**src/rtl/r_alu_sequencer_pkg.sv**
```systemverilog
// r_alu_pkg: shared definitions for the R-format ALU control sequencer.
//   - LEGv8 R-format opcode values (instr[31:21])
//   - ALU op codes (upper three bits of Fsel)
//   - Psel / Dsel encodings used in the control word
//   - sequencer state enum
//   - cw_width(): control-word width as a function of the register-address width
package r_alu_pkg;

    localparam logic [10:0] OPC_ADD  = 11'b10001011000;
    localparam logic [10:0] OPC_ADDS = 11'b10101011000;
    localparam logic [10:0] OPC_SUB  = 11'b11001011000;
    localparam logic [10:0] OPC_SUBS = 11'b11101011000;
    localparam logic [10:0] OPC_AND  = 11'b10001010000;
    localparam logic [10:0] OPC_ORR  = 11'b10101010000;
    localparam logic [10:0] OPC_EOR  = 11'b11001010000;
    localparam logic [10:0] OPC_LSL  = 11'b11010011011;
    localparam logic [10:0] OPC_LSR  = 11'b11010011010;
    localparam logic [10:0] OPC_MUL  = 11'b10011011000;

    localparam logic [2:0] OP_AND    = 3'b000;
    localparam logic [2:0] OP_ORR    = 3'b001;
    localparam logic [2:0] OP_ADDSUB = 3'b010;
    localparam logic [2:0] OP_EOR    = 3'b011;
    localparam logic [2:0] OP_LSL    = 3'b100;
    localparam logic [2:0] OP_LSR    = 3'b101;
    localparam logic [2:0] OP_MUL    = 3'b110;

    localparam logic [1:0] PSEL_HOLD = 2'b00;  // PC held (intermediate MUL beat)
    localparam logic [1:0] PSEL_INC  = 2'b01;  // PC advances
    localparam logic [1:0] DSEL_ALU  = 2'b01;  // register write data from ALU

    typedef enum logic [1:0] {
        S_FETCH = 2'd0,
        S_EXEC  = 2'd1,
        S_MULTI = 2'd2,
        S_TRAP  = 2'd3
    } state_t;

    // {Psel[1:0], DA, SA, SB, Fsel[4:0], regW, ramW, Dsel[1:0], Bsel, PCsel, SL}
    function automatic int cw_width(input int reg_aw);
        return 14 + 3 * reg_aw;
    endfunction

endpackage

```
**src/rtl/r_alu_sequencer_if.sv**
```systemverilog
// r_alu_sequencer_if: instruction-in / control-word-out bundle.
//   instr_valid/instr_ready : fetch -> sequencer handshake
//   instruction             : R-format word, sampled on the accepting edge
//   cw_valid/control_word   : one registered control beat per cycle while busy
//   busy, illegal           : status
// Handshake: an instruction transfers on a rising clock edge where
// instr_valid && instr_ready are both high; the source must hold instruction
// stable while instr_valid is high and ready is low. cw_valid has no back
// pressure: each beat is presented for exactly one cycle.
interface r_alu_sequencer_if #(
    parameter int REG_AW = 5
);
    localparam int CW_W = r_alu_pkg::cw_width(REG_AW);

    logic            instr_valid;
    logic            instr_ready;
    logic [31:0]     instruction;
    logic            cw_valid;
    logic [CW_W-1:0] control_word;
    logic            busy;
    logic            illegal;

    modport master (
        output instr_valid, instruction,
        input  instr_ready, cw_valid, control_word, busy, illegal
    );

    modport slave (
        input  instr_valid, instruction,
        output instr_ready, cw_valid, control_word, busy, illegal
    );
endinterface

```
**src/rtl/r_alu_sequencer_field_decode.sv**
```systemverilog
// r_alu_field_decode: combinational R-format opcode classifier.
//   i_opcode  : instr[31:21]
//   o_op      : ALU op code (Fsel[4:2])
//   o_inv_a   : invert-A for ADD/SUB family (instr[30]), else 0
//   o_bsel    : 1 for shifts (B operand is the shamt field)
//   o_is_mul  : multi-beat op
//   o_legal   : opcode is one of the supported R-format ops
module r_alu_field_decode
    import r_alu_pkg::*;
(
    input  logic [10:0] i_opcode,
    output logic [2:0]  o_op,
    output logic        o_inv_a,
    output logic        o_bsel,
    output logic        o_is_mul,
    output logic        o_legal
);
    always_comb begin
        o_op     = OP_AND;
        o_inv_a  = 1'b0;
        o_bsel   = 1'b0;
        o_is_mul = 1'b0;
        o_legal  = 1'b1;
        case (i_opcode)
            OPC_ADD, OPC_ADDS, OPC_SUB, OPC_SUBS: begin
                o_op    = OP_ADDSUB;
                o_inv_a = i_opcode[9];  // instr[30] distinguishes SUB from ADD
            end
            OPC_AND: o_op = OP_AND;
            OPC_ORR: o_op = OP_ORR;
            OPC_EOR: o_op = OP_EOR;
            OPC_LSL: begin
                o_op   = OP_LSL;
                o_bsel = 1'b1;
            end
            OPC_LSR: begin
                o_op   = OP_LSR;
                o_bsel = 1'b1;
            end
            OPC_MUL: begin
                o_op     = OP_MUL;
                o_is_mul = 1'b1;
            end
            default: o_legal = 1'b0;
        endcase
    end
endmodule

```
**src/rtl/r_alu_sequencer.sv**
```systemverilog
// r_alu_sequencer: registered R-format control sequencer.
//   i_clock, i_reset : rising-edge clock, asynchronous active-high reset
//   bus (slave)      : instruction handshake in, control-word beats out
//   o_state          : current FSM state (debug)
// Parameters: REG_AW register-address width, MUL_CYCLES beats per MUL (>=1).
// Build option: R_ALU_SEQ_ILLEGAL_TRAP_EN makes an undecoded opcode trap
// (sticky illegal, no more instructions until reset); otherwise it issues a
// single NOP beat and the sequencer keeps running.
module r_alu_sequencer
    import r_alu_pkg::*;
#(
    parameter int REG_AW     = 5,
    parameter int MUL_CYCLES = 4
) (
    input  logic  i_clock,
    input  logic  i_reset,
    r_alu_sequencer_if.slave bus,
    output state_t o_state
);
    localparam int CW_W  = cw_width(REG_AW);
    localparam int CNT_W = $clog2(MUL_CYCLES + 1);

    state_t            r_state;
    logic [31:0]       r_instr;
    logic [CNT_W-1:0]  r_cnt;
    logic              r_cw_valid;
    logic [CW_W-1:0]   r_cw;

    logic [31:0] w_dec_instr;
    logic [2:0]  w_op;
    logic        w_inv_a;
    logic        w_bsel;
    logic        w_is_mul;
    logic        w_legal;
    logic        w_first_last;

    // The first beat is built from the live instruction on the accepting
    // edge; every later beat uses the latched copy.
    assign w_dec_instr = (r_state == S_FETCH) ? bus.instruction : r_instr;

    r_alu_field_decode u_decode (
        .i_opcode (w_dec_instr[31:21]),
        .o_op     (w_op),
        .o_inv_a  (w_inv_a),
        .o_bsel   (w_bsel),
        .o_is_mul (w_is_mul),
        .o_legal  (w_legal)
    );

    assign w_first_last = !w_is_mul || (MUL_CYCLES == 1);

    // One control beat. 'last' selects the PC-advancing, write-back beat.
    // Undecoded opcodes produce a NOP: Fsel=0, SL=0, regW=0.
    function automatic logic [CW_W-1:0] make_cw(input logic [31:0] ins,
                                                 input logic last);
        logic [1:0]        psel;
        logic [REG_AW-1:0] da;
        logic [4:0]        fsel;
        logic              regw;
        logic              sl;
        psel = last ? PSEL_INC : PSEL_HOLD;
        da   = ins[REG_AW-1:0];
        fsel = w_legal ? {w_op, w_inv_a, 1'b0} : 5'b0;
        regw = last && w_legal && !(&da);  // XZR destination never written
        sl   = w_legal && !w_is_mul && ins[29];
        return {psel, da, ins[16 +: REG_AW], ins[5 +: REG_AW], fsel,
                regw, 1'b0, DSEL_ALU, w_bsel && w_legal, 1'b0, sl};
    endfunction

    always_ff @(posedge i_clock or posedge i_reset) begin
        if (i_reset) begin
            r_state    <= S_FETCH;
            r_instr    <= '0;
            r_cnt      <= '0;
            r_cw_valid <= 1'b0;
            r_cw       <= '0;
        end else begin
            case (r_state)
                S_FETCH: begin
                    if (bus.instr_valid) begin
                        r_instr <= bus.instruction;
`ifdef R_ALU_SEQ_ILLEGAL_TRAP_EN
                        if (!w_legal) begin
                            r_state <= S_TRAP;
                        end else begin
                            r_state    <= S_EXEC;
                            r_cw_valid <= 1'b1;
                            r_cw       <= make_cw(bus.instruction, w_first_last);
                        end
`else
                        r_state    <= S_EXEC;
                        r_cw_valid <= 1'b1;
                        r_cw       <= make_cw(bus.instruction, w_first_last);
`endif
                    end
                end
                S_EXEC: begin
                    if (w_is_mul && (MUL_CYCLES > 1)) begin
                        // Counter holds the number of beats still to present,
                        // including the one issued on this edge.
                        r_state <= S_MULTI;
                        r_cnt   <= CNT_W'(MUL_CYCLES - 1);
                        r_cw    <= make_cw(r_instr, (MUL_CYCLES - 1) == 1);
                    end else begin
                        r_state    <= S_FETCH;
                        r_cw_valid <= 1'b0;
                        r_cw       <= '0;
                    end
                end
                S_MULTI: begin
                    if (r_cnt > CNT_W'(1)) begin
                        r_cnt <= r_cnt - CNT_W'(1);
                        r_cw  <= make_cw(r_instr, r_cnt == CNT_W'(2));
                    end else begin
                        r_state    <= S_FETCH;
                        r_cnt      <= '0;
                        r_cw_valid <= 1'b0;
                        r_cw       <= '0;
                    end
                end
                default: begin
                    // S_TRAP: parked until reset.
                    r_cw_valid <= 1'b0;
                    r_cw       <= '0;
                end
            endcase
        end
    end

    assign bus.instr_ready  = (r_state == S_FETCH);
    assign bus.busy         = (r_state != S_FETCH);
    assign bus.cw_valid     = r_cw_valid;
    assign bus.control_word = r_cw;
    assign o_state          = r_state;

`ifdef R_ALU_SEQ_ILLEGAL_TRAP_EN
    assign bus.illegal = (r_state == S_TRAP);  // only reset leaves S_TRAP
`else
    assign bus.illegal = 1'b0;
`endif

endmodule
```
**src/flat_wrapper.sv**
```systemverilog
// flat-port wrapper written by rule: the top's interface ports become plain ports
module r_alu_sequencer_flat import r_alu_pkg::*;
#(
    parameter int REG_AW     = 5,
    parameter int MUL_CYCLES = 4
)
  (i_clock, i_reset, o_state, bus_instr_valid, bus_instruction, bus_instr_ready, bus_cw_valid, bus_control_word, bus_busy, bus_illegal);
  r_alu_sequencer_if #(.REG_AW(REG_AW)) bus_i ();
  input  logic i_clock;
  input  logic i_reset;
  output state_t o_state;
  input wire logic [$bits(bus_i.instr_valid)-1:0] bus_instr_valid;
  input wire logic [$bits(bus_i.instruction)-1:0] bus_instruction;
  output wire logic [$bits(bus_i.instr_ready)-1:0] bus_instr_ready;
  output wire logic [$bits(bus_i.cw_valid)-1:0] bus_cw_valid;
  output wire logic [$bits(bus_i.control_word)-1:0] bus_control_word;
  output wire logic [$bits(bus_i.busy)-1:0] bus_busy;
  output wire logic [$bits(bus_i.illegal)-1:0] bus_illegal;
  assign bus_i.instr_valid = bus_instr_valid;
  assign bus_i.instruction = bus_instruction;
  assign bus_instr_ready = bus_i.instr_ready;
  assign bus_cw_valid = bus_i.cw_valid;
  assign bus_control_word = bus_i.control_word;
  assign bus_busy = bus_i.busy;
  assign bus_illegal = bus_i.illegal;
  r_alu_sequencer #(.REG_AW(REG_AW), .MUL_CYCLES(MUL_CYCLES)) u_core (.i_clock(i_clock), .i_reset(i_reset), .bus(bus_i), .o_state(o_state));
endmodule
```
**config.mk**
```make
export PLATFORM = sky130hd
export DESIGN_NAME = r_alu_sequencer_flat
export DESIGN_NICKNAME = d
export VERILOG_FILES = /design/src/rtl/r_alu_sequencer_pkg.sv /design/src/rtl/r_alu_sequencer_if.sv /design/src/rtl/r_alu_sequencer_field_decode.sv /design/src/rtl/r_alu_sequencer.sv /design/src/flat_wrapper.sv
export SDC_FILE = /design/constraint.sdc
export NUM_CORES = 1
export LEC_CHECK = 0
export CAP_MARGIN = 0
export CORE_ASPECT_RATIO = 1.4
export CORE_UTILIZATION = 45
export DETAILED_ROUTE_END_ITERATION = 10
export PLACE_DENSITY = 0.77
export SYNTH_ARGS = -nofsm -noshare
export SYNTH_HDL_FRONTEND = slang
export SYNTH_SLANG_ARGS = --single-unit
```
**constraint.sdc**
```tcl
create_clock -name i_clock -period 1.9 [get_ports i_clock]
set_input_delay 0.38 -clock i_clock [delete_from_list [all_inputs] [get_ports i_clock]]
set_output_delay 0.38 -clock i_clock [all_outputs]
set_load 0.01 [all_outputs]
```
==> results.py, run 1 <==
metrics = {
    "status": {
        "outcome": "finished, violations left",
        "violations": "negative setup slack",
    },
    "drt": {
        "wirelength_mm": 6.75,
        "drtIter0Drc": 77,
        "avgRoutedWirePerCell_um": 16.6,
        "ant_nets": 0,
        "drc_errors": 0,
        "via_per_inst": 5.64,
        "num_vias": 2296,
        "drt-pass1-iter-count": 4,
    },
    "synthesis": {
        "yosysTopAreaCell": "dfrtp_1",
        "ys_seq_area_share_pct": 48.9,
        "synth.distinct_cells": 49,
        "yosysTopAreaCellShare_pct": 48.9,
        "syn_area_um2": 2870,
        "syn_inst": 240,
        "synth_warnings": 0,
        "synthTopCellsByArea": "dfrtp_1 49%, mux2_2 10%, a22o_1 6.7%",
        "synth_seq_cells": 56,
        "avgSynthCellArea_um2": 11.9,
    },
    "clock_tree": {
        "ctsHoldBuffers": 0,
        "tritoncts": "done",
        "cts.sinks": 56,
        "clk_pin_slew_ps": 100,
        "cts-buffers-inserted": 5,
        "clk_path_buf_depth": 2,
        "htreeDepth": 2,
        "clkLatencyLatePin_ps": 310,
        "clockRootBuffer": "clkbuf_8",
    },
    "floorplanning": {
        "die_area_um2": 6700,
        "die_h_um": 96.4,
        "start_util_pct": 46.5,
        "dieWidth_um": 69.4,
        "io_pins": 70,
        "coreArea_um2": 6170,
        "placementRows": 34,
    },
    "critical_path": {
        "worstReg2RegEnd": "u_core.r_cnt[2]$_DFFE_PP0P_",
        "crit_fanout": 6,
        "end_kind": "flop",
        "crit_slowest_cell": "or4bb_4",
        "worstPathCellList": "inv_2 > ha_4 > or4bb_4 > a22oi_4 > nand2_4 > a2111oi_4 > a2bb2oi_2",
        "slowest_delay_ps": 500,
        "startpoint_type": "flop",
        "cp_data_required_time_ps": 2150,
        "critPathKind": "flop to flop",
        "r2r_start": "u_core.o_state[1]$_DFFE_PP0P_",
        "reg2regPathDepth": 7,
        "cp.arrival_ps": 2370,
        "critPathLaunch": "u_core.o_state[1]$_DFFE_PP0P_",
        "r2r_slack_ps": -220,
    },
    "sta": {
        "grt_setup_unrepaired": "yes",
        "fmax_ghz": 0.471,
        "finalHoldViolations": 0,
        "hold_slack_ps": 437,
        "final.setup.worst_slack_ps": -224,
        "fin_worst_skew_ps": 7.42,
        "slew_violations": 0,
        "post-route-period-util_pct": 112,
        "setup_viol": 29,
        "post-route-min-period_ps": 2120,
    },
    "final_layout": {
        "final_util_pct": 66.3,
        "nFillCells": 442,
        "drive_above_1_share_pct": 33.7,
        "multi_input_area_um2": 1500,
        "num-nets-final": 377,
        "area_delta_synth_final_pct": 42.8,
        "seqCellArea_um2": 1400,
        "antenna_cells": 0,
    },
    "min_path": {
        "hp-class": "input port to asynchronous set/reset pin",
    },
    "grt": {
        "grt_pass1_wl_mm": 11.0,
        "grt_max_degree": 57,
        "track_usage_pct": 20.8,
        "antenna_found_initial": 0,
        "grt-ovfl-total": 0,
        "grt_pass1_vias": 2317,
    },
    "place": {
        "hpwlAfterDp_mm": 4.69,
        "place_congestion": 0.841,
        "post-place-ws_ps": -494,
        "portBuffers": 57,
    },
    "run": {
        "cap_violations": 0,
    },
    "pwr": {
        "finalPower_mw": 5.31,
        "p_leak_nw": 1.89,
        "vdd_drop_max_mv": 0.872,
        "powerDensity_nw_per_um2": 1300,
    },
}
## power by group
group	switching (mW)	leakage [nW]	internal [mW]
Clock	0.387	0.0642	0.519
Combinational	1.09	1.13	1.38
Sequential	0.294	0.692	1.64
Total	1.77	1.89	3.54
## cell usage in the layout (no fill, tap or decap), types with 3 or more instances in the layout
| cell type | instances |
|---|---|
| clkdlybuf4s50_1 | 55 |
| o21ai_0 | 4 |
| a21o_1 | 16 |
| o22ai_1 | 4 |
| clkbuf_8 | 5 |
| a21oi_4 | 3 |
| inv_1 | 6 |
| conb_1 | 6 |
| mux2_2 | 26 |
| nand3_1 | 3 |
| inv_2 | 4 |
| a21oi_2 | 3 |
| ha_1 | 5 |
| nand3b_1 | 4 |
| and3_1 | 3 |
| buf_4 | 33 |
| a22o_1 | 22 |
| dfrtp_1 | 55 |
| nor2_1 | 6 |
| buf_12 | 3 |
| buf_6 | 5 |
| nand2_1 | 11 |
## timing repair
action	4_1_cts	5_1_grt
buffers inserted	1	1
gates resized for setup	23	8
pin swaps	11	7
endpoints found under the setup margin	31	31
## synthesized netlist by cell type (all sizes together)
library cell,count
o21ba,2
nor4b,2
a211oi,3
o22ai,5
a22o,22
o211ai,1
a22oi,1
o21a,1
and3,3
and4,1
buf,11
dfrtp,56
nand2,13
xnor2,2
a21o,16
or2,1
a221oi,1
o221ai,2
or4bb,1
nor2,6
or4b,1
mux2,26
o2111ai,1
a21oi,7
nor2b,1
inv,10
o22a,1
mux2i,3
a2111oi,1
nand4b,1
conb,1
nand3,4
nand3b,4
nand2b,2
a2bb2oi,2
o21ai,7
ha,7
a21boi,2
nor4bb,2
clkbuf,4
a31oi,3
## per-layer routing
metal	track usage (%)	part of all wire [%]	vias to the layer above	routed length [um]
li1	-	-	1073	-
met1	24.5	42	1141	2830
met2	37.9	51	68	3450
met3	3.84	4.7	14	315
met4	7.82	2.3	0	153
met5	0	0	-	0
## final cells by class
| class | instances | area share, % |
|---|---|---|
| multi-input combinational | 164 | 36.7 |
| sequential | 56 | 34.3 |
| timing repair buffer | 98 | 22.8 |
| tap | 72 | 2.20 |
| clock buffer | 5 | 1.68 |
| clock inverter | 2 | 1.47 |
| inverter | 10 | 0.917 |
## critical path: cells and delay by family (launching register included)
family          cells  cell delay, ps
compound gates      3             740
fa+ha+maj           1             190
buf+inv             1              80
flops               1             420
simple gates        2             640
## logic make-up (layout without fill, tap and decap cells)
family                     after synthesis  count (layout)  synth area share, %
other                                    1               6                0.131
DFF                                     56              56                 48.9
xor gates and xnor gates                 2               2                0.611
buffers and inverters                   25             115                 4.50
adders and majority gates                7               7                 3.06
AOI/OAI and AO/OA                       78              78                 22.3
and+or+nand+nor                         42              42                 9.26
muxes                                   29              29                 11.3
## through the flow
| step | instances | cell area [um^2] | setup TNS [ps] |
|---|---|---|---|
| after detailed placement | 398 | 3810 | -12170 |
| after CTS | 406 | 4040 | -4020 |
| after floorplan | 245 | 2920 | -1870 |
| after global placement | 398 | 3810 | -11230 |
| final | 407 | 4090 | -5100 |
| after global routing | 407 | 4090 | -6660 |
## worst max path at each step
stage,endpoint,slack [ps],cells after the start
finish,u_core.r_cnt[2]$_DFFE_PP0P_,-220,7
floorplan,u_core.bus.control_word[26]$_DFFE_PP0P_,-120,8
global placement,u_core.r_cnt[2]$_DFFE_PP0P_,-410,6
detailed placement,u_core.r_cnt[0]$_DFFE_PP0P_,-490,6
CTS,u_core.r_cnt[2]$_DFFE_PP0P_,-180,7
global route,u_core.r_cnt[2]$_DFFE_PP0P_,-260,7
## state kept, by name, summed over array words and instances (netlist names)
name / cells
u_core.r_cnt: 3
u_core.bus.cw_valid: 1
u_core.r_instr: 26
u_core.bus.control_word: 24
u_core.o_state: 2
No activity file was read; power rests on OpenSTA's default activity.
==> run 2, diff against run 1 <==
PLACE_DENSITY = 0.74   (was 0.77)
==> run 2 against run 1 <==
Compared with the run above:
- the run still ends with negative setup slack left
- utilization fell by 0.63 points
- largest cell class unchanged
- critical endpoint unchanged
- clock skew rose by 3.3 ps
- sequential power barely moved
- via count fell by 0.83%
- hold slack got worse by 11 ps
- fmax rose by 0.91%
- sequential share of layout area rose by 0.33 points
- critical path type unchanged
- highest routed layer unchanged
- critical path depth rose by 1
- first-iteration DRC count rose by 1.3%
- sequential cell count did not move
==> results.py, run 2 (synthesis gave the netlist of run 1 again) <==
metrics = {
    "drt": {
        "ant_nets": 0,
        "drtIter0Drc": 78,
        "avgRoutedWirePerCell_um": 15.8,
        "drc_errors": 0,
        "via_per_inst": 5.53,
        "drt-pass1-iter-count": 4,
        "num_vias": 2277,
        "wirelength_mm": 6.52,
    },
    "clock_tree": {
        "ctsHoldBuffers": 0,
        "cts-buffers-inserted": 5,
        "htreeDepth": 2,
        "tritoncts": "done",
        "clk_path_buf_depth": 2,
        "clk_pin_slew_ps": 110,
        "clkLatencyLatePin_ps": 310,
        "cts.sinks": 56,
        "clockRootBuffer": "clkbuf_8",
    },
    "critical_path": {
        "crit_slowest_cell": "dfrtp_2",
        "crit_fanout": 6,
        "cp_num_buf_inv": 2,
        "r2r_start": "u_core.o_state[1]$_DFFE_PP0P_",
        "critPathLaunch": "u_core.o_state[1]$_DFFE_PP0P_",
        "cp.arrival_ps": 2360,
        "worstPathCellList": "inv_2 > ha_4 > buf_4 > nor4bb_1 > o22a_2 > nand2_4 > a2111oi_4 > a2bb2oi_2",
        "startpoint_type": "flop",
        "cpLargestDelayFamily": "compound AO/OA/AOI/OAI gates",
        "critPathKind": "flop to flop",
        "cp_data_required_time_ps": 2150,
        "end_kind": "flop",
        "slowest_delay_ps": 420,
    },
    "sta": {
        "fmax_ghz": 0.475,
        "grt_setup_unrepaired": "yes",
        "fin_tns_setup_ps": -4280,
        "final.setup.worst_slack_ps": -205,
        "setup_viol": 29,
        "post-route-min-period_ps": 2100,
        "slew_violations": 0,
        "fin_worst_skew_ps": 10.7,
        "finalHoldViolations": 0,
        "hold_slack_ps": 426,
        "post-route-period-util_pct": 111,
    },
    "final_layout": {
        "nFillCells": 473,
        "num-nets-final": 381,
        "area_delta_synth_final_pct": 41.4,
        "antenna_cells": 0,
        "final_cell_mix": "55 x clkdlybuf4s50_1, 55 x dfrtp_1, 38 x buf_4, 26 x mux2_2, 22 x a22o_1",
        "drive_above_1_share_pct": 32.9,
        "fin_area_um2": 4050,
        "largest_register": "u_core.r_instr",
        "largest_reg_flops": 26,
    },
    "status": {
        "violations": "negative setup slack",
        "outcome": "finished, violations left",
    },
    "pwr": {
        "p_leak_nw": 1.89,
        "powerDensity_nw_per_um2": 1250,
        "finalPower_mw": 5.05,
        "vdd_drop_max_mv": 0.767,
    },
    "place": {
        "post-place-ws_ps": -461,
        "portBuffers": 57,
        "place_congestion": 0.837,
        "dpl-instance-area_um2": 3830,
        "hpwlAfterDp_mm": 4.71,
    },
    "grt": {
        "grt_max_degree": 57,
        "grt_pass1_wl_mm": 10.8,
        "antenna_found_initial": 0,
        "track_usage_pct": 20.0,
        "grt-ovfl-total": 0,
        "grt_pass1_vias": 2357,
    },
    "floorplanning": {
        "dieWidth_um": 69.4,
        "start_util_pct": 46.5,
        "coreArea_um2": 6170,
        "io_pins": 70,
        "die_h_um": 96.4,
        "die_area_um2": 6700,
        "placementRows": 34,
    },
    "min_path": {
        "hp-class": "input port to asynchronous set/reset pin",
    },
    "run": {
        "cap_violations": 0,
    },
}
[run 2: metrics by stage]
stage	util, %	std cells
after floorplan	-	245
after global placement	62.1	400
after detailed placement	62.1	400
after CTS	64.2	409
after global routing	65.7	412
final	65.7	412
[run 2: metal layers]
metal / track usage [%] / routed length [um] / vias to the layer above
met5: 0 / 0 / -
met4: 8.16 / 150 / 0
met3: 3.73 / 304 / 14
met2: 36.2 / 3400 / 68
met1: 23.5 / 2670 / 1108
li1: - / - / 1087
[run 2: worst reg2reg max path, cell delays in order, from the launching register on]
cell and delay [ps]:
dfrtp_2 420, inv_2 80, ha_4 190, buf_4 140
nor4bb_1 280, o22a_2 330, nand2_4 130, a2111oi_4 330
a2bb2oi_2 150
[run 2: final cells by class]
| class | count | area, um^2 | share of cell area, % |
|---|---|---|---|
| Clock buffer | 6 | 72.6 | 1.79 |
| Timing Repair Buffer | 102 | 958 | 23.6 |
| Multi-Input combinational cell | 164 | 1470 | 36.4 |
| Clock inverter | 2 | 17.5 | 0.432 |
| Inverter | 10 | 37.5 | 0.926 |
| Sequential cell | 56 | 1400 | 34.6 |
| Tap cell | 72 | 90.1 | 2.22 |
[run 2: worst paths after layout]
path | slack (ps) | endpoint | cells after the start
worst max register to register | -200 | u_core.r_cnt[2]$_DFFE_PP0P_ | 8
max in group asynchronous | 1210 | u_core.o_state[1]$_DFFE_PP0P_ | 3
min in group i_clock | 480 | u_core.bus.control_word[20]$_DFFE_PP0P_ | 1
worst min-delay path | 430 | u_core.bus.control_word[18]$_DFFE_PP0P_ | 3
worst max-delay path | -200 | u_core.r_cnt[2]$_DFFE_PP0P_ | 8
worst min register to register | 480 | u_core.bus.control_word[20]$_DFFE_PP0P_ | 1
[run 2: repair_timing]
item	CTS	global route
setup buffers	1	3
gates resized for setup	12	14
setup endpoints to repair	31	31
pin swaps	8	3
[run 2: power by group]
| group | total, mW | switching, mW | internal (mW) |
|---|---|---|---|
| clock network | 0.677 | 0.406 | 0.271 |
| logic | 2.42 | 1.05 | 1.38 |
| registers | 1.95 | 0.309 | 1.64 |
